[config.mk]
export PLATFORM = sky130hd
export DESIGN_NAME = datapath_sequencer
export DESIGN_NICKNAME = d
export VERILOG_FILES = /design/src/rtl/datapath_sequencer.sv
export SDC_FILE = /design/constraint.sdc
export NUM_CORES = 1
export LEC_CHECK = 0
export ABC_AREA = 1
export CORE_UTILIZATION = 54
export CTS_CLUSTER_SIZE = 8
export DETAILED_ROUTE_END_ITERATION = 8
export GPL_ROUTABILITY_DRIVEN = 1
export PLACE_DENSITY_LB_ADDON = 0.08
export REMOVE_ABC_BUFFERS = 1
export SLEW_MARGIN = 40
export SYNTH_ARGS = -nofsm -noshare
export SYNTH_HDL_FRONTEND = slang
export SYNTH_SLANG_ARGS = --single-unit
[constraint.sdc]
create_clock -name clk -period 2.1 [get_ports clk]
set_input_delay 0.315 -clock clk [delete_from_list [all_inputs] [get_ports clk]]
set_output_delay 0.315 -clock clk [all_outputs]
set_load 0.02 [all_outputs]
[src/rtl/datapath_sequencer.sv]
// Issues a stored program of 16-bit datapath control words, one per clock, and captures status flags.
// Optional build macro SEQ_SINGLE_STEP_EN adds a step input that gates issue and advance.
module datapath_sequencer #(
    parameter int DEPTH = 16,
    parameter int AW    = 4
) (
    input  logic          clk,
    input  logic          reset_b,
`ifdef SEQ_SINGLE_STEP_EN
    input  logic          step,
`endif
    input  logic          start,
    input  logic          abort,
    input  logic          prog_we,
    input  logic [AW-1:0] prog_addr,
    input  logic [15:0]   prog_data,
    input  logic [AW:0]   prog_len,
    input  logic [3:0]    flags_in,
    output logic [2:0]    DA,
    output logic [2:0]    AA,
    output logic [2:0]    BA,
    output logic          MB,
    output logic          MD,
    output logic [3:0]    FS,
    output logic          RW,
    output logic          busy,
    output logic          done,
    output logic [AW-1:0] pc_out,
    output logic [3:0]    flags_q,
    output logic [1:0]    state_dbg
);

    localparam logic [1:0] S_IDLE = 2'd0;
    localparam logic [1:0] S_RUN  = 2'd1;
    localparam logic [1:0] S_DONE = 2'd2;

    localparam logic [AW:0] DEPTH_L = (AW+1)'(DEPTH);

    logic [1:0]    state_q, state_d;
    logic [AW-1:0] pc_q, pc_d;
    logic [AW:0]   len_q, len_d;
    logic [15:0]   ctrl_q, ctrl_d;
    logic [3:0]    flags_d, flags_r;
    logic          done_q, done_d;
    logic          mem_we;
    logic          advance;
    logic          last_word;
    logic [AW:0]   len_clamp;
    logic [AW-1:0] pc_inc;
    logic [15:0]   mem_q [DEPTH];

`ifdef SEQ_SINGLE_STEP_EN
    assign advance = step;
`else
    assign advance = 1'b1;
`endif

    assign len_clamp = (prog_len > DEPTH_L) ? DEPTH_L : prog_len;
    assign last_word = ({1'b0, pc_q} == (len_q - 1'b1));
    assign pc_inc    = pc_q + 1'b1;

    always_comb begin
        state_d = state_q;
        pc_d    = pc_q;
        len_d   = len_q;
        ctrl_d  = ctrl_q;
        flags_d = flags_r;
        mem_we  = 1'b0;
        case (state_q)
            S_IDLE: begin
                ctrl_d = 16'h0000;
                pc_d   = '0;
                // A write wins over start in the same cycle.
                if (prog_we) begin
                    mem_we = 1'b1;
                end else if (start) begin
                    len_d = len_clamp;
                    if (len_clamp == '0) begin
                        state_d = S_DONE;
                    end else begin
                        state_d = S_RUN;
                        ctrl_d  = mem_q[0];
                    end
                end
            end
            S_RUN: begin
                if (abort) begin
                    state_d = S_IDLE;
                    ctrl_d  = 16'h0000;
                    pc_d    = '0;
                end else if (advance) begin
                    flags_d = flags_in;
                    if (last_word) begin
                        state_d = S_DONE;
                        ctrl_d  = 16'h0000;
                    end else begin
                        pc_d   = pc_inc;
                        ctrl_d = mem_q[pc_inc];
                    end
                end
            end
            S_DONE: begin
                state_d = S_IDLE;
                ctrl_d  = 16'h0000;
                pc_d    = '0;
            end
            default: begin
                state_d = S_IDLE;
                ctrl_d  = 16'h0000;
                pc_d    = '0;
            end
        endcase
        done_d = (state_d == S_DONE);
    end

    always_ff @(posedge clk or negedge reset_b) begin
        if (!reset_b) begin
            state_q <= S_IDLE;
            pc_q    <= '0;
            len_q   <= '0;
            ctrl_q  <= 16'h0000;
            flags_r <= 4'h0;
            done_q  <= 1'b0;
        end else begin
            state_q <= state_d;
            pc_q    <= pc_d;
            len_q   <= len_d;
            ctrl_q  <= ctrl_d;
            flags_r <= flags_d;
            done_q  <= done_d;
        end
    end

    // Program storage survives reset so a program can be replayed.
    always_ff @(posedge clk) begin
        if (mem_we) begin
            mem_q[prog_addr] <= prog_data;
        end
    end

    assign DA        = ctrl_q[15:13];
    assign AA        = ctrl_q[12:10];
    assign BA        = ctrl_q[9:7];
    assign MB        = ctrl_q[6];
    assign FS        = ctrl_q[5:2];
    assign MD        = ctrl_q[1];
`ifdef SEQ_SINGLE_STEP_EN
    assign RW        = ctrl_q[0] & step;
`else
    assign RW        = ctrl_q[0];
`endif
    assign busy      = (state_q == S_RUN);
    assign done      = done_q;
    assign pc_out    = pc_q;
    assign flags_q   = flags_r;
    assign state_dbg = state_q;

endmodule

==> results.yml <==
status:
  status: "completed"
floorplanning:
  ioPinCount: 62
  rows: 53
  dieArea_sq_um: 22220
  dieHeight_um: 149.1
  coreArea_sq_um: 21090
  die_w_um: 149.1
  initial_core_util_pct: 55.39
yosys:
  netlist_instances: 1006
  yosysWarnings: 0
  synth_edf_count: 256
  synth.yosys.seq_area_share_pct: 72.67
  synth_cell_types: 26
  yosysTopAreaCellShare_pct: 65.82
  ys_ff_latch: 288
  synth_top_flop_cell: "edfxtp_1"
  yosys.area.top_type: "edfxtp_1"
  avgSynthCellArea_sq_um: 11.61
  async_flop_share_pct: 11.11
  synth_area_leaders: "edfxtp_1 66%, nand2_1 11%, nand3_1 10%"
  synth_area_sq_um: 11680
timing:
  fmax_mhz: 491.3
  period_share_pct: 96.93
  setup_ws_ns: 0.06447
  fin_crit_ns: 2.036
  finalSetupViolCount: 0
  fin_worst_skew_ns: 0.01071
  slew_viol_final: 0
  hold_viol: 0
  worst_slew_pin_slew_ns: 0.7510
  maxSlewHeadroom_pct: 49.78
  rsz0062_at_grt: "no"
clocking:
  clock_sinks: 288
  cts_buffer_depth: 3
  htree_levels: 2
  cts_buffers: 41
  cts_tree: "yes"
  clkTransAtPathRegs_ns: 0.05
  clkLatencyLatePin_ns: 0.52
  cts_root_buf: "clkbuf_16"
  post_cts_buffers: 0
critical_path:
  path_max_fanout: 65
  worstRegToRegCells: 7
  cpPeakStageDelay_ns: 0.47
  worstReg2RegStart: "pc_out[0]$_DFFE_PN0P_"
  critPathMostFrequentCell: "nand3_1"
  critPathKind: "register to register"
  crit_arrival_ns: 2.44
  crit_chain: "ha_2, buf_12, nand3_1, nand3_1, nand3_1, nand4_1, nand2_1"
  slowest_stage: "dfrtp_4"
  endpoint_kind: "register"
  cp.required_ns: 2.51
  startpoint_type: "register"
  ff2ff_setup_slack_ns: 0.06
  timing.rr.end: "ctrl_q[11]$_DFF_PN0_"
grt:
  overflow: 0
  grt_usage_pct: 28.12
  first_global_vias: 7686
  grt_max_degree: 85
  grt_pass1_wl_um: 45420
  antenna_found_initial: 0
placement:
  place_congestion: 0.8561
  place_ws_ns: 0.001327
  post_dp_cell_area_sq_um: 13120
  dpl.hpwl_um: 19040
  portBuffers: 61
drt:
  drt_iter0_markers: 876
  wire_per_inst_um: 20.92
  detail-route-antenna-nets: 0
  via_count: 8158
  drcViolationCount: 0
  viasPerCell: 5.701
  drt-total-wl_um: 29930
  first_pass_iters: 6
pwr:
  power_leakage_nw: 5.451
  power.density_nw_per_um2: 986.2
  power_mw: 14.15
  peakVddDrop_uv: 607.3
job:
  drv_cap: 0
layout:
  fin_area_sq_um: 14350
  diodes: 0
  fin_nets: 1159
  drive_above_1_share_pct: 12.80
  syn_to_final_growth_pct: 22.82
  nFillCells: 1538
worst_hold_path:
  hold_path_class: "primary input to asynchronous set/reset pin"
## what timing repair did
action,CTS,global route
hold buffers,1,0
gates resized for setup,0,4
hold endpoints to repair,32,0
endpoints found under the setup margin,0,3
## through the flow
step | hold WS [ns] | std cells | utilization (%) | TNS [ns]
6_report | 0.3044 | 1431 | 68.03 | 0
4_1_cts | 0.3460 | 1431 | 67.98 | 0
3_3_place_gp | 0.4432 | 1354 | 62.22 | 0
3_5_place_dp | 0.4411 | 1354 | 62.22 | 0
2_1_floorplan | 0.01941 | 952 | - | -67.65
5_1_grt | 0.3313 | 1431 | 68.03 | 0
## power by group
group	leakage, nW	total (mW)	internal [mW]	switching, mW
clock network	0.572	6.08	3.80	2.28
logic	2.15	1.61	0.561	1.05
registers	2.73	6.45	6.40	0.0528
## cells by family (layout without fill, tap and decap cells)
kind of cell	count (synthesis)	in the layout	share of synthesized area (%)
DFF	288	288	72.67
and+or+nand+nor	622	622	23.09
xor gates and xnor gates	4	4	0.4285
adders and majority gates	2	2	0.2142
AOI/OAI and AO/OA	9	9	0.4284
buffers and inverters	81	231	3.171
## cells in the final DEF, fill, tap and decap left out
master,instances
inv_6,1
xor2_1,1
nor3_1,2
nor2_1,8
ha_1,1
clkbuf_1,32
buf_12,17
inv_4,2
xnor2_1,1
inv_2,10
o21ai_1,2
dlygate4sd3_1,1
inv_1,15
nand3_2,1
dlymetal6s2s_1,2
o21ai_0,2
nand3_1,236
clkdlybuf4s50_1,58
nand4_1,16
ha_2,1
o22ai_1,4
nor2_2,18
xor2_2,2
nor2_4,1
buf_4,50
clkbuf_16,43
nand2_4,1
a21oi_1,1
dfrtp_1,31
dfrtp_4,1
nand2_1,339
edfxtp_1,256
## registers in the layout, indices dropped and copies added, names as in the netlist
register	cells
mem_q	256
pc_out	4
len_q	5
flags_q	4
ctrl_q	16
done	1
state_dbg	2
## synth_stat cells, types with 3 or more instances
| library cell | n |
|---|---|
| nor2_1 | 25 |
| dfrtp_1 | 32 |
| nand2_1 | 339 |
| inv_1 | 15 |
| edfxtp_1 | 256 |
| buf_2 | 38 |
| inv_2 | 12 |
| nand3_1 | 236 |
| nand4_1 | 16 |
| buf_4 | 3 |
| buf_1 | 6 |
| clkbuf_1 | 6 |
| o22ai_1 | 4 |
## worst max-delay path, delay by kind of cell (launching register included)
| family | cells | cell delay (ns) |
|---|---|---|
| adder cells (fa/ha/maj) | 1 | 0.38 |
| buffers and inverters | 1 | 0.29 |
| flip-flops | 1 | 0.47 |
| AND/OR/NAND/NOR | 5 | 0.74 |
## how the worst max path moves through the flow
stage	startpoint	end	cells after the start
global route	pc_out[0]$_DFFE_PN0P_	ctrl_q[11]$_DFF_PN0_	7
detailed placement	prog_we	mem_q[3][9]$_DFFE_PP_	7
finish	pc_out[0]$_DFFE_PN0P_	ctrl_q[11]$_DFF_PN0_	7
CTS	pc_out[0]$_DFFE_PN0P_	pc_out[0]	2
floorplan	pc_out[0]$_DFFE_PN0P_	ctrl_q[12]$_DFF_PN0_	7
global placement	prog_we	mem_q[2][12]$_DFFE_PP_	7
## area by class of cell
| class | count | area, sq um | share of cell area, % |
|---|---|---|---|
| clock inverters | 1 | 8.758 | 0.06106 |
| inverters | 27 | 106.4 | 0.7414 |
| flip-flops and latches | 288 | 8492 | 59.20 |
| multi-input cells | 637 | 2867 | 19.98 |
| clock buffers | 75 | 1196 | 8.338 |
| well taps | 275 | 344.1 | 2.399 |
| repair buffers | 128 | 1331 | 9.280 |
## layer usage
metal / share of wire [%] / vias to the layer above / GRT usage (%)
li1: - / 3768 / -
met1: 43 / 3941 / 41.43
met2: 45 / 392 / 42.53
met3: 9.4 / 57 / 6.116
met4: 2.1 / 0 / 7.500
met5: 0 / - / 0
(Power assumes the default switching activity.)
